<file path="src/rtl/mcx_pkg.sv">
// Shared types and constants for the mcx_seq micro-sequencer.
// Optional single-step mode is selected with the MCX_SEQ_STEP_EN macro (see mcx_seq.sv).
package mcx_pkg;

  localparam int unsigned COND_W = 2;
  localparam int unsigned INST_W = 4;
  localparam int unsigned HDR_W  = COND_W + INST_W;

  localparam logic [INST_W-1:0] OP_JMP  = 4'h3;
  localparam logic [INST_W-1:0] OP_HALT = 4'hF;

  typedef enum logic [COND_W-1:0] {
    COND_ALWAYS = 2'd0,
    COND_ZERO   = 2'd1,
    COND_NZERO  = 2'd2,
    COND_NEG    = 2'd3
  } cond_e;

  typedef enum logic [2:0] {
    ST_IDLE   = 3'd0,
    ST_FETCH  = 3'd1,
    ST_DECODE = 3'd2,
    ST_ISSUE  = 3'd3,
    ST_HALT   = 3'd4
  } state_e;

endpackage

</file>
<file path="src/rtl/mcx_cond.sv">
// Condition evaluator: decides whether the decoded instruction takes effect.
module mcx_cond
  import mcx_pkg::*;
(
  input  cond_e cond,
  input  logic  acc_zero,
  input  logic  acc_neg,
  output logic  take
);

  always_comb begin
    take = 1'b1;
    case (cond)
      COND_ALWAYS: take = 1'b1;
      COND_ZERO:   take = acc_zero;
      COND_NZERO:  take = !acc_zero;
      COND_NEG:    take = acc_neg;
    endcase
  end

endmodule

</file>
<file path="src/rtl/mcx_seq.sv">
// Fetch/decode/issue micro-sequencer with conditional jumps and halt.
// Define MCX_SEQ_STEP_EN to add the step input and single-step pacing after each issue.
module mcx_seq
  import mcx_pkg::*;
#(
  parameter int unsigned PROG_LEN = 7,
  parameter int unsigned ADDR_W   = 4,
  parameter int unsigned ARG_W    = 12
) (
  input  logic                       clk,
  input  logic                       rst,
  input  logic                       start,
  input  logic                       halt_req,
`ifdef MCX_SEQ_STEP_EN
  input  logic                       step,
`endif
  output logic                       mem_req,
  output logic [ADDR_W-1:0]          mem_addr,
  input  logic [HDR_W+3*ARG_W-1:0]   mem_rdata,
  input  logic                       mem_valid,
  output logic                       issue_valid,
  input  logic                       issue_ready,
  output logic [INST_W-1:0]          issue_inst,
  output logic [3*ARG_W-1:0]         issue_args,
  input  logic                       acc_zero,
  input  logic                       acc_neg,
  output logic [ADDR_W-1:0]          pc,
  output logic                       busy,
  output logic                       done,
  output logic                       err
);

  localparam int unsigned ARGS_W = 3 * ARG_W;
  localparam int unsigned WORD_W = HDR_W + ARGS_W;

  state_e              state_q, state_d;
  logic [ADDR_W-1:0]   pc_q, pc_d;
  logic [WORD_W-1:0]   word_q, word_d;
  logic                mem_req_q, mem_req_d;
  logic                issue_valid_q, issue_valid_d;
  logic [INST_W-1:0]   issue_inst_q, issue_inst_d;
  logic [ARGS_W-1:0]   issue_args_q, issue_args_d;
  logic                busy_q, busy_d;
  logic                done_q, done_d;
  logic                err_q, err_d;

  cond_e               dec_cond;
  logic [INST_W-1:0]   dec_inst;
  logic [ARGS_W-1:0]   dec_args;
  logic [ARG_W-1:0]    dec_arg0;
  logic                take;
  logic                boundary;
  logic [ADDR_W-1:0]   next_pc;

  assign dec_cond = cond_e'(word_q[WORD_W-1 -: COND_W]);
  assign dec_inst = word_q[ARGS_W +: INST_W];
  assign dec_args = word_q[ARGS_W-1:0];
  assign dec_arg0 = word_q[ARGS_W-1 -: ARG_W];

  mcx_cond u_cond (
    .cond     (dec_cond),
    .acc_zero (acc_zero),
    .acc_neg  (acc_neg),
    .take     (take)
  );

  function automatic logic [ADDR_W-1:0] pc_inc(input logic [ADDR_W-1:0] p);
    return (p == ADDR_W'(PROG_LEN - 1)) ? '0 : p + ADDR_W'(1);
  endfunction

  always_comb begin
    state_d      = state_q;
    pc_d         = pc_q;
    word_d       = word_q;
    issue_inst_d = issue_inst_q;
    issue_args_d = issue_args_q;
    err_d        = err_q;
    boundary     = 1'b0;
    next_pc      = pc_q;

    case (state_q)
      ST_IDLE: begin
        if (start) begin
          pc_d    = '0;
          state_d = ST_FETCH;
        end
      end
      ST_FETCH: begin
        if (mem_req_q && mem_valid) begin
          word_d  = mem_rdata;
          state_d = ST_DECODE;
        end
      end
      ST_DECODE: begin
        if (!take) begin
          boundary = 1'b1;
          next_pc  = pc_inc(pc_q);
        end else if (dec_inst == OP_JMP) begin
          if (dec_arg0 >= ARG_W'(PROG_LEN)) begin
            err_d   = 1'b1;
            state_d = ST_HALT;
          end else begin
            boundary = 1'b1;
            next_pc  = dec_arg0[ADDR_W-1:0];
          end
        end else if (dec_inst == OP_HALT) begin
          state_d = ST_HALT;
        end else begin
          state_d      = ST_ISSUE;
          issue_inst_d = dec_inst;
          issue_args_d = dec_args;
        end
      end
      ST_ISSUE: begin
`ifdef MCX_SEQ_STEP_EN
        // After acceptance the pc is advanced but we park here until step.
        if (issue_valid_q) begin
          if (issue_ready) pc_d = pc_inc(pc_q);
        end else if (step) begin
          boundary = 1'b1;
          next_pc  = pc_q;
        end
`else
        if (issue_ready) begin
          boundary = 1'b1;
          next_pc  = pc_inc(pc_q);
        end
`endif
      end
      ST_HALT: begin
        if (start) state_d = ST_FETCH;
      end
      default: state_d = ST_IDLE;
    endcase

    // Instruction boundary: halt_req diverts the return to FETCH.
    if (boundary) begin
      pc_d    = next_pc;
      state_d = halt_req ? ST_HALT : ST_FETCH;
    end

    mem_req_d     = (state_d == ST_FETCH);
    issue_valid_d = (state_d == ST_ISSUE) &&
                    ((state_q != ST_ISSUE) || (issue_valid_q && !issue_ready));
    busy_d        = (state_d != ST_IDLE) && (state_d != ST_HALT);
    done_d        = (state_d == ST_HALT);
  end

  always_ff @(posedge clk or negedge rst) begin
    if (!rst) begin
      state_q       <= ST_IDLE;
      pc_q          <= '0;
      word_q        <= '0;
      mem_req_q     <= 1'b0;
      issue_valid_q <= 1'b0;
      issue_inst_q  <= '0;
      issue_args_q  <= '0;
      busy_q        <= 1'b0;
      done_q        <= 1'b0;
      err_q         <= 1'b0;
    end else begin
      state_q       <= state_d;
      pc_q          <= pc_d;
      word_q        <= word_d;
      mem_req_q     <= mem_req_d;
      issue_valid_q <= issue_valid_d;
      issue_inst_q  <= issue_inst_d;
      issue_args_q  <= issue_args_d;
      busy_q        <= busy_d;
      done_q        <= done_d;
      err_q         <= err_d;
    end
  end

  assign mem_req     = mem_req_q;
  assign mem_addr    = pc_q;
  assign issue_valid = issue_valid_q;
  assign issue_inst  = issue_inst_q;
  assign issue_args  = issue_args_q;
  assign pc          = pc_q;
  assign busy        = busy_q;
  assign done        = done_q;
  assign err         = err_q;

endmodule
</file>
<file path="config.mk">
export PLATFORM = sky130hd
export DESIGN_NAME = mcx_seq
export DESIGN_NICKNAME = d
export VERILOG_FILES = /design/src/rtl/mcx_pkg.sv /design/src/rtl/mcx_cond.sv /design/src/rtl/mcx_seq.sv
export SDC_FILE = /design/constraint.sdc
export NUM_CORES = 1
export LEC_CHECK = 0
export BUFFER_PORTS_ARGS = -buffer_cell sky130_fd_sc_hd__buf_2
export CORE_MARGIN = 10
export CORE_UTILIZATION = 55
export DETAILED_ROUTE_END_ITERATION = 6
export GPL_TIMING_DRIVEN = 0
export MAX_ROUTING_LAYER = met4
export PLACE_DENSITY = 0.83
export SLEW_MARGIN = 0
export SYNTH_ARGS = -nofsm -noshare
export SYNTH_HDL_FRONTEND = slang
export SYNTH_SLANG_ARGS = --single-unit
</file>
<file path="constraint.sdc">
create_clock -name clk -period 4.1 [get_ports clk]
set_clock_uncertainty 0.15 [all_clocks]
set_input_delay 0.205 -clock clk [delete_from_list [all_inputs] [get_ports clk]]
set_output_delay 0.205 -clock clk [all_outputs]
set_load 0.02 [all_outputs]
</file>
Yosys cells after proc, flatten, opt, wreduce, memory -nomap -nowiden
Index checks and enable logic that the tools add are counted.
{ "word_totals": {"in_bits": 50, "out_inout_bits": 53, "word_cells": 74, "reg_bits": 94} }
{ "op_classes": {"n_mux": 24, "n_eq_ne": 19, "add_sub_neg": 1, "magnitude_cmp": 1, "reduce_logical": 17, "bitwise": 2} }
{ "ops": {"columns": ["operator", "count"], "rows": [
  ["4-bit two-way mux", 8],
  ["3-bit two-way mux", 8],
  ["12-bit by 3-bit >= comparator with 1-bit output (second input constant)", 1],
  ["3-bit case mux with 4 select lines", 1],
  ["3-bit by 2-bit equality test with 1-bit output (second input constant)", 3],
  ["4-bit inequality test (second input constant)", 2],
  ["4-bit case mux with 2 select lines", 1],
  ["4-bit AND reduction", 2],
  ["3-bit by 1-bit equality test with 1-bit output (second input constant)", 2],
  ["3-bit equality test (second input constant)", 2],
  ["3-bit inequality test (second input constant)", 2],
  ["6-bit AND reduction", 1],
  ["4-bit by 1-bit adder with 4-bit output (second input constant)", 1],
  ["2-bit equality test (second input constant)", 2],
  ["4-bit by 2-bit equality test with 1-bit output (second input constant)", 1],
  ["4-bit by 3-bit equality test with 1-bit output (second input constant)", 1],
  ["4-bit equality test (second input constant)", 1],
  ["1-bit logical AND", 4],
  ["1-bit two-way mux", 4],
  ["1-bit case mux with 4 select lines", 1],
  ["2-bit nonzero test", 2],
  ["3-bit logical NOT", 1],
  ["3-bit by 1-bit inequality test with 1-bit output (second input constant)", 1],
  ["3-bit by 2-bit inequality test with 1-bit output (second input constant)", 1],
  ["9 further kinds", 11]
]} }

Longest topological paths before layout
{ "logic_depth": {"ltp_word": 8, "ltp_mapped": 6, "depth_no_buf": 5} }

By module
Synthesis repeated with hierarchy kept, for this count alone.
{ "hier_totals": {"hier_cells": 278, "hier_area_um2": 3925.0} }
{ "by_module_without_submodules": {"columns": ["mod", "area_per_inst_um2", "cells_each", "n_inst", "seq_area_each_um2"], "rows": [
  ["mcx_seq", 3901.2, 275, 1, 2352.3],
  ["mcx_cond", 23.8, 3, 1, 0.0]
]} }

Least setup slack after synthesis
Ideal clock, no wire load.
{ "synth_timing": {"kind": "reg2reg", "start": "register state_q[2]", "end": "register pc_q[2] (netlist: mem_addr[2])", "slack_ns": 2.205, "n_path_buf": 1, "t_arrival_ns": 1.624, "path_stages_with_launch": 7, "setup_time_ns": 0.121, "synth_period_minus_slack_ns": 1.895, "required_ns": 3.829, "cell_sequence": "dfrtp_1 > or3b_1 > o32ai_2 > a31o_2 > buf_6 > a21oi_1 > a22o_1"} }
{ "synth_between": {"elab_chain_cells": 4, "word_cells_on_any_way": 13, "classes_between": "eq/ne: 6; mux: 3; reduce/logical: 4"} }
{ "synth_rtl": {"columns": ["item", "line", "rtl"], "rows": [
  ["start, declared", "mcx_seq.sv:36", "state_e state_q, state_d;"],
  ["start signal, assigned", "mcx_seq.sv:162", "state_q <= state_d;"],
  ["3-bit by 2-bit equality test with 1-bit output", "mcx_seq.sv:81", "case (state_q)"],
  ["1-bit case mux with 2 select lines", "mcx_seq.sv:81", null],
  ["4-bit inequality test (no line) (tied with other cells)", null, null],
  ["6-bit AND reduction (no line)", null, null],
  ["end signal, assigned", "mcx_seq.sv:163", "pc_q <= pc_d;"],
  ["end, declared", "mcx_seq.sv:37", "logic [ADDR_W-1:0] pc_q, pc_d;"]
]} }
Parallel ways exist; a longest one is shown, timed or not.
A chain may end at the register's enable or synchronous reset.

Worst setup path after layout
{ "layout_timing": {"start": "register state_q[0]", "end": "register word_q[33]"} }
{ "layout_between": {"elab_chain_cells": 2} }
{ "layout_rtl": {"columns": ["item", "line", "rtl"], "rows": [
  ["3-bit by 1-bit equality test with 1-bit output", "mcx_seq.sv:81", null],
  ["2-bit AND reduction (no line)", null, null],
  ["end signal, assigned", "mcx_seq.sv:164", "word_q <= word_d;"],
  ["end, declared", "mcx_seq.sv:38", "logic [WORD_W-1:0] word_q, word_d;"]
]} }
Every way passes these cells.

==> flow_metrics.env <==
export IMPL_grt_remaining_overflow=0
export IMPL_drtIter0Drc=77
export IMPL_internal_power_mw=2.48
export IMPL_synth_ff_latch_count=94
export IMPL_routedWlPerCell_um=17.1
export IMPL_p_total_mw=3.90
export IMPL_fin_area_um2=5140
export IMPL_rsz0062_at_grt="false"
export IMPL_powerDensity_nw_per_um2=758
export IMPL_synth_warning_count=0
export IMPL_finalSetupViolCount=0
export IMPL_cts_path_max_buffers=2
export IMPL_synth_top_family_by_area="multiplexers"
export IMPL_ctsHtreeMaxLevel=3
export IMPL_p_sw_mw=1.42
export IMPL_drv_cap=0
export IMPL_async_flop_share=1.00
export IMPL_synth_compound_gate_area_share=0.0469
export IMPL_grt_pass1_vias=2958
export IMPL_vias_per_cell=5.11
export IMPL_ys_flop_type="dfrtp_1"
export IMPL_cp_start_kind="flop"
export IMPL_routabilityCongestion=0.856
export IMPL_power_frac_clock=0.163
export IMPL_pwr_share_comb=0.412
export IMPL_clock_sinks=94
export IMPL_routed_via_count=2663
export IMPL_nets=470
export IMPL_clk_insertion_delay_late_ns=0.35
export IMPL_firstDrtPassIters=4
export IMPL_cts_root_buf="clkbuf_8"
export IMPL_synth_seq_area_share=0.612
export IMPL_initial_core_util=0.565
export IMPL_final_common_cell="buf_2"
export IMPL_layout_drive_gt1_share=0.515
export IMPL_die_y_um=104
export IMPL_swShare=0.364
export IMPL_placed_cell_area_um2=4500
export IMPL_syn_inst=263
export IMPL_p_seq_frac=0.425
export IMPL_synth_edf_count=0
export IMPL_leakage_nw=2.48
export IMPL_worstPathCellList="inv_1 -> nor4_2 -> buf_2 -> mux2_2"
export IMPL_dpl_cell_count=462
export IMPL_synth_xor_area_frac=0.00228
export IMPL_grt_pass1_wl_mm=15.1
export IMPL_synth_mux_area_frac=0.254
export IMPL_cts_buffers=9
export IMPL_endpoint_kind="flop"
export IMPL_cpMaxStageDelayCell="nor4_2"
export IMPL_crit_type="reg -> reg"
export IMPL_reg2reg_slack_ns=1.88
export IMPL_pin_count=103
export IMPL_outcome="completed"
export IMPL_stdcell_count=521
export IMPL_rows=30
export IMPL_yosysUniqueCellTypes=39
export IMPL_postRouteAntennaNets=0
export IMPL_drt_total_wl_mm=8.90
export IMPL_maxSlewViolCount=0
export IMPL_crit_path_max_fanout=10
export IMPL_fin_tns_setup_ns=0
export IMPL_syn2layout_area_growth_pct=33.9
export IMPL_grt_use_total=0.176
export IMPL_hold_violations=0
export IMPL_synthesis_nets=313
export IMPL_peakVddDrop_mv=0.441
export IMPL_core_um2=6790
export IMPL_num_antenna_cells=0
export IMPL_final_cell_mix="buf_2 (105), dfrtp_1 (94), mux2_2 (81), dlygate4sd3_1 (43), nor2_1 (14)"
export IMPL_syn_area_per_cell_um2=14.6
export IMPL_cts_tree="done"
export IMPL_netlist_area_um2=3840
export IMPL_max_clock_freq_mhz=450
export IMPL_place_port_buffers=102
export IMPL_relSlewSlack=0.468
export IMPL_clk_pin_slew_ns=0.09
export IMPL_worst_pin_slew_ns=0.790
export IMPL_synth_simple_area_share=0.0518
export IMPL_worstPathRequired_ns=4.18
export IMPL_hold_class="in -> reg"
export IMPL_place_hpwl_mm=5.97
export IMPL_post_route_period_util=0.542
export IMPL_die_width_um=104
export IMPL_synth_fa_ha_area_frac=0
export IMPL_max_stage_delay_ns=0.64
export IMPL_post_route_min_period_ns=2.22
export IMPL_cp_arrival_ns=2.30
export IMPL_antenna_found_initial=0
export IMPL_die_area_um2=10700
export IMPL_drc=0
export IMPL_grt_max_degree=58
==> cells in the mapped netlist, drive strengths merged (2+ instances only) <==
library cell | count | area [µm²]
dfrtp | 94 | 2350
nand2b | 2 | 12.5
buf | 12 | 91.3
o21ai | 5 | 28.8
mux2 | 84 | 957
nand3 | 3 | 15.0
nor2 | 14 | 52.6
o211ai | 3 | 22.5
a21oi | 5 | 25.0
mux2i | 2 | 20.0
inv | 5 | 18.8
nor3 | 4 | 20.0
nand2 | 6 | 22.5
a21o | 2 | 15.0
a22o | 2 | 17.5
nor4 | 3 | 25.0
==> final cells by class <==
type	count	area, µm²
Sequential cell	94	2350
Multi-Input combinational cell	151	1370
Buffer	13	105
Inverter	5	18.8
Clock buffer	12	155
Timing Repair Buffer	146	971
Tap cell	96	120
Fill cell	459	1650
Clock inverter	4	55.1
==> flip-flops by register name, summed over array words and instances (netlist names) <==
name         flops
issue_args      36
word_q          42
mem_req          1
issue_valid      1
busy             1
done             1
state_q          3
mem_addr         4
issue_inst       4
err              1
==> power groups by stage <==
stage / clock network [mW] / logic (mW) / registers (mW)
detailed placement: 0 / 1.58 / 1.67
global placement: 0 / 1.54 / 1.64
floorplan: 0 / 0.834 / 1.90
global route: 0.685 / 1.74 / 1.73
CTS: 0.650 / 1.63 / 1.66
finish: 0.637 / 1.61 / 1.66
==> metrics by stage <==
step	hold WS [ns]	util	setup slack (ns)
floorplan	-0.241	-	2.20
global placement	0.286	0.658	1.86
detailed placement	0.0572	0.663	1.85
CTS	0.0556	0.757	1.82
global route	0.0906	0.757	1.66
finish	0.0660	0.757	1.88
==> critical path: cells and delay by family (launching register included) <==
kind	cells	cell delay [ns]
buf+inv	2	0.50
simple gates	1	0.64
mux	1	0.38
flops	1	0.44
==> worst paths after layout <==
check,start,endpoint,depth (start not counted)
worst max-delay path,state_q[0],word_q[33],4
worst min-delay path,issue_ready,issue_valid,4
worst max register to register,state_q[0],word_q[33],4
worst min register to register,err,err,1
max in group asynchronous,rst,busy,3
min in group asynchronous,rst,issue_args[26],2
==> kinds of logic after synthesis <==
group                     after synthesis
DFF                                    94
buffers and inverters                  18
muxes                                  86
xor gates and xnor gates                1
AOI/OAI and AO/OA                      25
and+or+nand+nor                        39
==> routing by layer <==
| metal | vias to the layer above | wire [µm] | share of wire | track usage |
|---|---|---|---|---|
| met4 | 0 | 208 | 0.023 | 0.0817 |
| li1 | 1250 | - | - | - |
| met5 | - | 0 | 0 | - |
| met3 | 16 | 372 | 0.042 | 0.0328 |
| met2 | 87 | 4650 | 0.52 | 0.297 |
| met1 | 1310 | 3660 | 0.41 | 0.199 |
==> repair_timing <==
item	CTS	global route
endpoints found under the setup margin	0	0
gates resized for setup	0	0
buffers inserted	0	0
hold buffers	43	0
endpoints found under the hold margin	79	0
(Power assumes the default switching activity.)
